[config.mk]
export PLATFORM = sky130hd
export DESIGN_NAME = sepe_dup_scheduler
export DESIGN_NICKNAME = d
export VERILOG_FILES = /design/src/rtl/sepe_dup_scheduler.sv
export SDC_FILE = /design/constraint.sdc
export NUM_CORES = 1
export LEC_CHECK = 0
export CAP_MARGIN = 20
export CORE_UTILIZATION = 45
export CTS_CLUSTER_SIZE = 40
export DETAILED_ROUTE_END_ITERATION = 12
export GPL_TIMING_DRIVEN = 0
export PLACE_DENSITY_LB_ADDON = 0.05
export SLEW_MARGIN = 0
export SYNTH_ARGS = -nofsm -noshare
export SYNTH_HDL_FRONTEND = slang
export SYNTH_SLANG_ARGS = --single-unit
[constraint.sdc]
create_clock -name clk -period 4.3 [get_ports clk]
set_clock_uncertainty 0.15 [all_clocks]
set_input_delay 0.86 -clock clk [delete_from_list [all_inputs] [get_ports clk]]
set_output_delay 0.86 -clock clk [all_outputs]
set_load 0.05 [all_outputs]
[src/rtl/sepe_dup_scheduler.sv]
// sepe_dup_scheduler: ORIG/DUP phase controller for the SQED duplicate FIFO.
// Tracks pending duplicate entries (weighted by each original's dup count),
// commit counters, a consistency-point flag and a sticky protocol error.
module sepe_dup_scheduler #(
  parameter int CNT_W       = 16,
  parameter int PEND_W      = 8,
  parameter int MAX_PENDING = 32
) (
  input  logic              clk,
  input  logic              rst,
  input  logic              ena,
  input  logic              sw_req,
  input  logic              orig_accept,
  input  logic [3:0]        orig_dup_num,
  input  logic              dup_accept,
  input  logic              dup_fifo_almost_full,
  output logic              exe_dup,
  output logic [PEND_W-1:0] pending,
  output logic [CNT_W-1:0]  orig_cnt,
  output logic [CNT_W-1:0]  dup_cnt,
  output logic              qed_ready,
  output logic              err
);

  typedef enum logic [1:0] {IDLE = 2'd0, ORIG = 2'd1, DUP = 2'd2} state_t;

  state_t             state, state_nx;
  logic [PEND_W:0]    pend_sum;
  logic [PEND_W:0]    pend_add;
  logic [PEND_W:0]    pend_sub;
  logic               pend_udf, pend_ovf, viol;
  logic [PEND_W-1:0]  pend_nx;
  logic [CNT_W-1:0]   orig_cnt_nx, dup_cnt_nx;
  logic               err_nx, qed_nx;

  // Pending bookkeeping one bit wider so overflow is visible; on over/underflow
  // the stored value is kept and only err records the event.
  always_comb begin
    pend_add = orig_accept ? (PEND_W+1)'(orig_dup_num) : '0;
    pend_sub = dup_accept  ? (PEND_W+1)'(1) : '0;
    pend_sum = {1'b0, pending} + pend_add - pend_sub;
    pend_udf = dup_accept & (pending == '0);
    pend_ovf = pend_sum[PEND_W] & ~pend_udf;
    pend_nx  = (pend_udf | pend_ovf) ? pending : pend_sum[PEND_W-1:0];
  end

  // Protocol checks and free-running commit counters (not gated by phase or ena).
  always_comb begin
    viol = (orig_accept & exe_dup)
         | (dup_accept & ~exe_dup)
         | (orig_accept & dup_accept)
         | (orig_accept & (orig_dup_num > 4'd8))
         | pend_udf | pend_ovf;
    err_nx      = err | viol;
    orig_cnt_nx = orig_cnt + CNT_W'(orig_accept);
    dup_cnt_nx  = dup_cnt  + CNT_W'(dup_accept);
  end

  // State register plus all registered datapath outputs.
  always_ff @(posedge clk) begin
    if (rst) begin
      state     <= IDLE;
      pending   <= '0;
      orig_cnt  <= '0;
      dup_cnt   <= '0;
      qed_ready <= 1'b0;
      err       <= 1'b0;
    end else begin
      state     <= state_nx;
      pending   <= pend_nx;
      orig_cnt  <= orig_cnt_nx;
      dup_cnt   <= dup_cnt_nx;
      qed_ready <= qed_nx;
      err       <= err_nx;
    end
  end

  // Next-state: phases only move while ena is high; an accept in the same
  // cycle already counts through pend_nx.
  always_comb begin
    state_nx = state;
    if (ena) begin
      case (state)
        IDLE: state_nx = ORIG;
        ORIG: if ((pend_nx != '0) &&
                  (sw_req || dup_fifo_almost_full ||
                   (32'(pend_nx) >= 32'(MAX_PENDING))))
                state_nx = DUP;
        DUP:  if (pend_nx == '0) state_nx = ORIG;
        default: state_nx = IDLE;
      endcase
    end
  end

  // Outputs: phase select straight from the state register, and the next
  // consistency point (balanced, something committed, no error).
  always_comb begin
    exe_dup = (state == DUP);
    qed_nx  = (state_nx == ORIG) & (pend_nx == '0) & (orig_cnt_nx != '0) & ~err_nx;
  end

endmodule

## Yosys cells after proc, flatten, opt, wreduce, memory -nomap -nowiden

Cells that the tools add are included.

| storage, ports and cells | value |
|---|---|
| register bits after elaboration | 44 |
| bits of input ports | 11 |
| logic and storage cells | 49 |
| output and inout bits | 43 |

| cells by class | value |
|---|---|
| bitwise logic cells | 19 |
| mux-type cells | 7 |
| add/subtract/negate cells | 4 |
| equality and inequality tests | 3 |
| order comparisons | 2 |
| reduce and logical (&&, ||, !) cells | 8 |

Operator list:

| cell | number |
|---|---|
| $add A16 B1 Y16 | 2 |
| $logic_not A8 Y1 | 2 |
| $reduce_bool A16 Y1 | 1 |
| $add A8 B4 Y9 | 1 |
| $and A1 B1 Y1 | 9 |
| $sub A9 B1 Y9 | 1 |
| $ge A8 B6 Y1 const B | 1 |
| $mux W8 | 1 |
| $reduce_bool A8 Y1 | 1 |
| $or A1 B1 Y1 | 7 |
| $mux W2 | 3 |
| $pmux W2 S3 | 1 |
| $eq A2 B1 Y1 const B | 2 |
| $gt A4 B4 Y1 const B | 1 |
| $mux W4 | 1 |
| $not A1 Y1 | 3 |
| $eq A2 B2 Y1 const B | 1 |
| $logic_not A2 Y1 | 1 |
| $logic_or A1 B1 Y1 | 2 |
| $logic_and A1 B1 Y1 | 1 |
| $mux W1 | 1 |

## Logic depth before layout (Yosys ltp)

| logic depth | value |
|---|---|
| depth in word-level cells | 16 |
| depth in mapped cells | 14 |
| gate-level depth less buffers | 14 |

## Least setup slack after synthesis

No wires, ideal clock.

| timing | value |
|---|---|
| path type | input-to-reg |
| start point | input port orig_dup_num[0] |
| end point | register state[0] |
| slack | 300 ps |
| buffers on the path | 0 |
| stages on the path | 14 |
| data arrival time | 3746 ps |
| required time | 4047 ps |
| cells stage by stage | nand2_1 -> ha_1 -> inv_1 -> ha_1 -> inv_1 -> fa_1 -> nand2b_1 -> a211o_1 -> a211oi_4 -> nor4_4 -> or4_4 -> a22oi_4 -> o21ai_2 -> a2111oi_2 |

| between the ends | value |
|---|---|
| longest elaborated chain between the ends | 12 |
| elaborated cells between the ends (all ways) | 15 |
| classes of those cells | 2 x add/sub; 1 x order compare; 6 x mux; 2 x bitwise; 4 x reduce/logical |

RTL lines:

| what | RTL line | source |
|---|---|---|
| start, declared | 14 | `input logic [3:0] orig_dup_num,` |
| $mux W4 (*) | 39 | `pend_add = orig_accept ? (PEND_W+1)'(orig_dup_num) : '0;` |
| $add A8 B4 Y9 (*) | 41 | `pend_sum = {1'b0, pending} + pend_add - pend_sub;` |
| $sub A9 B1 Y9 (*) | 41 |  |
| $and A1 B1 Y1 | 43 | `pend_ovf = pend_sum[PEND_W] & ~pend_udf;` |
| $or A1 B1 Y1 | 44 | `pend_nx = (pend_udf \| pend_ovf) ? pending : pend_sum[PEND_W-1:0];` |
| $mux W8 (*) | 44 |  |
| $ge A8 B6 Y1 | 87 | `(32'(pend_nx) >= 32'(MAX_PENDING))))` |
| $logic_or A1 B1 Y1 | 86 | `(sw_req \|\| dup_fifo_almost_full \|\|` |
| $logic_and A1 B1 Y1 | 85 | `ORIG: if ((pend_nx != '0) &&` |
| $mux W2 | 85 |  |
| $pmux W2 S3 (*) | 83 | `case (state)` |
| $mux W2 (*) | 82 | `if (ena) begin` |
| end signal, assigned | 69 | `state <= state_nx;` |
| end, declared | 27 | `state_t state, state_nx;` |

Every way passes the cells marked *; elsewhere a longest branch is shown, timed or not.
A chain may end at the register's enable or synchronous reset.

## Worst setup path in the final report

Ends and elaborated chain as after synthesis.

==> qor.yml <==
sta:
  finalCritPeriodShare_pct: 98.1
  fin_ws_ns: 0.0831
  whs_ns: 0.381
  hold_viol_final: 0
  min_period_ns: 4.22
  final_max_slew_viol_count: 0
  tns_ns: 0
  fmax_mhz: 237
  worst_pin_slew_ns: 0.541
  finalSetupViolations: 0
  slew_headroom_pct: 63.6
layout:
  syn_to_final_growth_pct: 29.2
  multi_input_area_sq_um: 1660
  n_fill_cell: 556
  n_antenna_cell: 0
  drive_gt1_share_pct: 7.41
  final_core_util_pct: 60.6
  seq_area_sq_um: 881
  layout.nets: 407
logic_synthesis:
  synth-seq-cells: 44
  async_reset_ff_share_pct: 0
  synth_area_leaders: "dfxtp_1 34%, ha_1 8.7%, nor2_1 7.5%"
  synthesis.area_sq_um: 2600
  yosys.area.top_type: "dfxtp_1"
  synthCells: 315
  synth_edf_count: 0
  synth_top_area_share_pct: 33.9
  yosysUniqueCellTypes: 43
  syn_nets: 345
  avgSynthCellArea_sq_um: 8.25
  yosys_warnings: 0
  ys_seq_area_share_pct: 33.9
  synth_ff_type: "dfxtp_1"
clocking:
  clkTransAtPathRegs_ns: 0.09
  htree_levels: 2
  ctsRootBufferMaster: "clkbuf_8"
  clock-sinks: 44
  cts_buffers: 5
  hold_buffers: 0
  clk_latency_ns: 0.30
  cts_tree: "built"
  cts.path.max_buffers: 2
worst_setup_path:
  path_cells: "clkdlybuf4s50_1 -> nand2_1 -> ha_4 -> inv_2 -> ha_4 -> inv_1 -> fa_2 -> nand2b_4 -> a211o_4 -> a211oi_4 -> buf_4 -> nor4_4 -> or4_4 -> a22oi_4 -> o21ai_2 -> a2111oi_2"
  r2r-start: "pending[1]"
  critPathKind: "input port to flop"
  worst-endpoint-required_ns: 4.35
  endpoint_kind: "flop"
  cp_slowest_stage_delay_ns: 0.48
  setup.worst_path.start_class: "input port"
  crit_top_cell: "ha_4"
  crit_arrival_ns: 4.27
  cp-startpoint: "orig_dup_num[0]"
  cp_slowest_cell: "clkdlybuf4s50_1"
  critPathMaxFanout: 7
floorplan:
  die_y_um: 78.0
  num_io_pins: 54
  fp.dieW_um: 78.0
  num_rows: 27
  fp.dieArea_sq_um: 6090
  initial_core_util_pct: 46.9
  coreArea_sq_um: 5540
global_routing:
  grt_overflow: 0
  antenna_found_initial: 0
  grtUsageMet2_pct: 30.7
  use_met1_pct: 29.6
  grt_pass1_vias: 2097
  grt_max_degree: 14
  grt_pass1_wl_um: 9900
  grt_usage_pct: 20.4
  use_met3_pct: 4.19
  top_usage_layer: "met2"
placement:
  hpwl_um: 4390
  port_buffers: 52
  pre_cts_ws_ns: -0.672
  routabilityCongestion: 0.815
pwr:
  p_seq_share_pct: 26.6
  p_switching_uw: 814
  power.internal_mw: 1.02
  leakage_nw: 1.30
  share_comb_of_total_power_pct: 59.2
  p_total_mw: 1.84
  p_clk_share_pct: 14.2
  netSwitchingFraction_pct: 44.3
  powerDensity_nw_per_um2: 547
  ir_drop_mv: 0.307
min_path:
  hp-class: "flop to flop"
  hp-start: "orig_cnt[12]"
detailed_routing:
  viasPerCell: 5.15
  wire_per_inst_um: 13.2
  first_pass_iters: 4
  drc_errors: 0
  totalWireLength_um: 5960
  vias: 2319
  dr.first_iter.drc_count: 116
  ant_nets: 0
status:
  status: "finished clean"
run:
  max_cap_viol_count: 0
[cells in the mapped netlist, types with 2 or more instances]
cell type  number
a211o_1         2
a211oi_1        4
a21oi_1        12
a31oi_1         3
and2_1          4
and3_1          7
buf_2           2
clkbuf_1        6
dfxtp_1        44
ha_1           18
inv_1          20
mux2_2          4
mux2i_1         3
nand2_1        20
nand2b_1        8
nand3_1        21
nand4_1         7
nor2_1         52
nor2b_1         6
nor3_1          9
nor3b_1         2
o211ai_1        2
o21ai_0         7
or3_1           5
xnor2_1        11
xor2_1         19
[kinds of logic after synthesis]
kind of cell / count (synthesis) / share of synthesized area, %
xor gates and xnor gates: 30 / 10.1
AOI/OAI and AO/OA: 42 / 12.0
and+or+nand+nor: 145 / 27.5
muxes: 7 / 2.89
adders and majority gates: 19 / 9.43
DFF: 44 / 33.9
buffers and inverters: 28 / 4.14
[flip-flops by register name, summed over array words and instances, names as in the netlist]
register   flops
dup_cnt       16
qed_ready      1
pending        8
state          2
err            1
orig_cnt      16
[repair_timing]
item | in CTS | in global routing
gates cloned | 0 | 0
endpoints found under the setup margin | 9 | 3
resized for setup | 4 | 5
pin swaps | 5 | 4
setup buffers | 2 | 1
[cell usage in the layout (no fill, tap or decap), types with 3 or more instances in the layout]
cell type / synthesis / routed
clkbuf_1: 6 / 8
buf_4: 0 / 3
ha_1: 18 / 16
a31oi_1: 3 / 3
mux2_2: 4 / 4
a21oi_1: 12 / 12
or3_1: 5 / 5
nor3_1: 9 / 9
nand3_1: 21 / 21
nand4_1: 7 / 7
o21ai_0: 7 / 7
mux2i_1: 3 / 3
and2_1: 4 / 4
clkdlybuf4s50_1: 0 / 50
nand2b_1: 8 / 7
nor2_1: 52 / 52
clkbuf_8: 0 / 5
and3_1: 7 / 7
xnor2_1: 11 / 11
nand2_1: 20 / 20
nor2b_1: 6 / 6
inv_1: 20 / 19
xor2_1: 19 / 19
dfxtp_1: 44 / 44
a211oi_1: 4 / 4
[final cells by class]
class	count	share of cell area [%]
inverters	20	2.23
repair buffers	55	16.1
well taps	72	2.68
plain buffers	8	0.968
clock buffers	7	2.27
multi-input cells	243	49.3
flip-flops and latches	44	26.2
clock inverters	1	0.261
[path summary, 6_finish.rpt]
check	to	slack (ns)	cells after the start
setup / recovery	state[0]	0.08	16
hold / removal	orig_cnt[12]	0.38	2
setup reg to reg	state[0]	0.79	12
hold reg to reg	orig_cnt[12]	0.38	2
[through the flow]
stage,instance area (sq um),cells
finish,3360,450
global route,3360,450
CTS,3310,449
detailed placement,3210,439
floorplan,2600,315
global placement,3210,439
[power groups by stage]
stage | sequential [mW] | combinational [mW] | clock [mW]
6_report | 0.489 | 1.09 | 0.260
3_3_place_gp | 0.495 | 1.00 | 0
4_1_cts | 0.486 | 1.05 | 0.267
3_5_place_dp | 0.495 | 1.01 | 0
2_1_floorplan | 0.595 | 0.687 | 0
5_1_grt | 0.493 | 1.19 | 0.289
[routing by layer]
metal	vias up	wire length (um)
li1	1210	-
met1	1063	3100
met2	44	2590
met3	2	250
met4	0	24
met5	-	0
[critical path: cells and delay by family]
| family | cells | cell delay [ns] |
|---|---|---|
| AOI/OAI and AO/OA | 5 | 1.17 |
| and+or+nand+nor | 4 | 0.76 |
| buffers and inverters | 4 | 0.75 |
| adders and majority gates | 3 | 0.72 |
No activity file was read; power rests on OpenSTA's default activity.
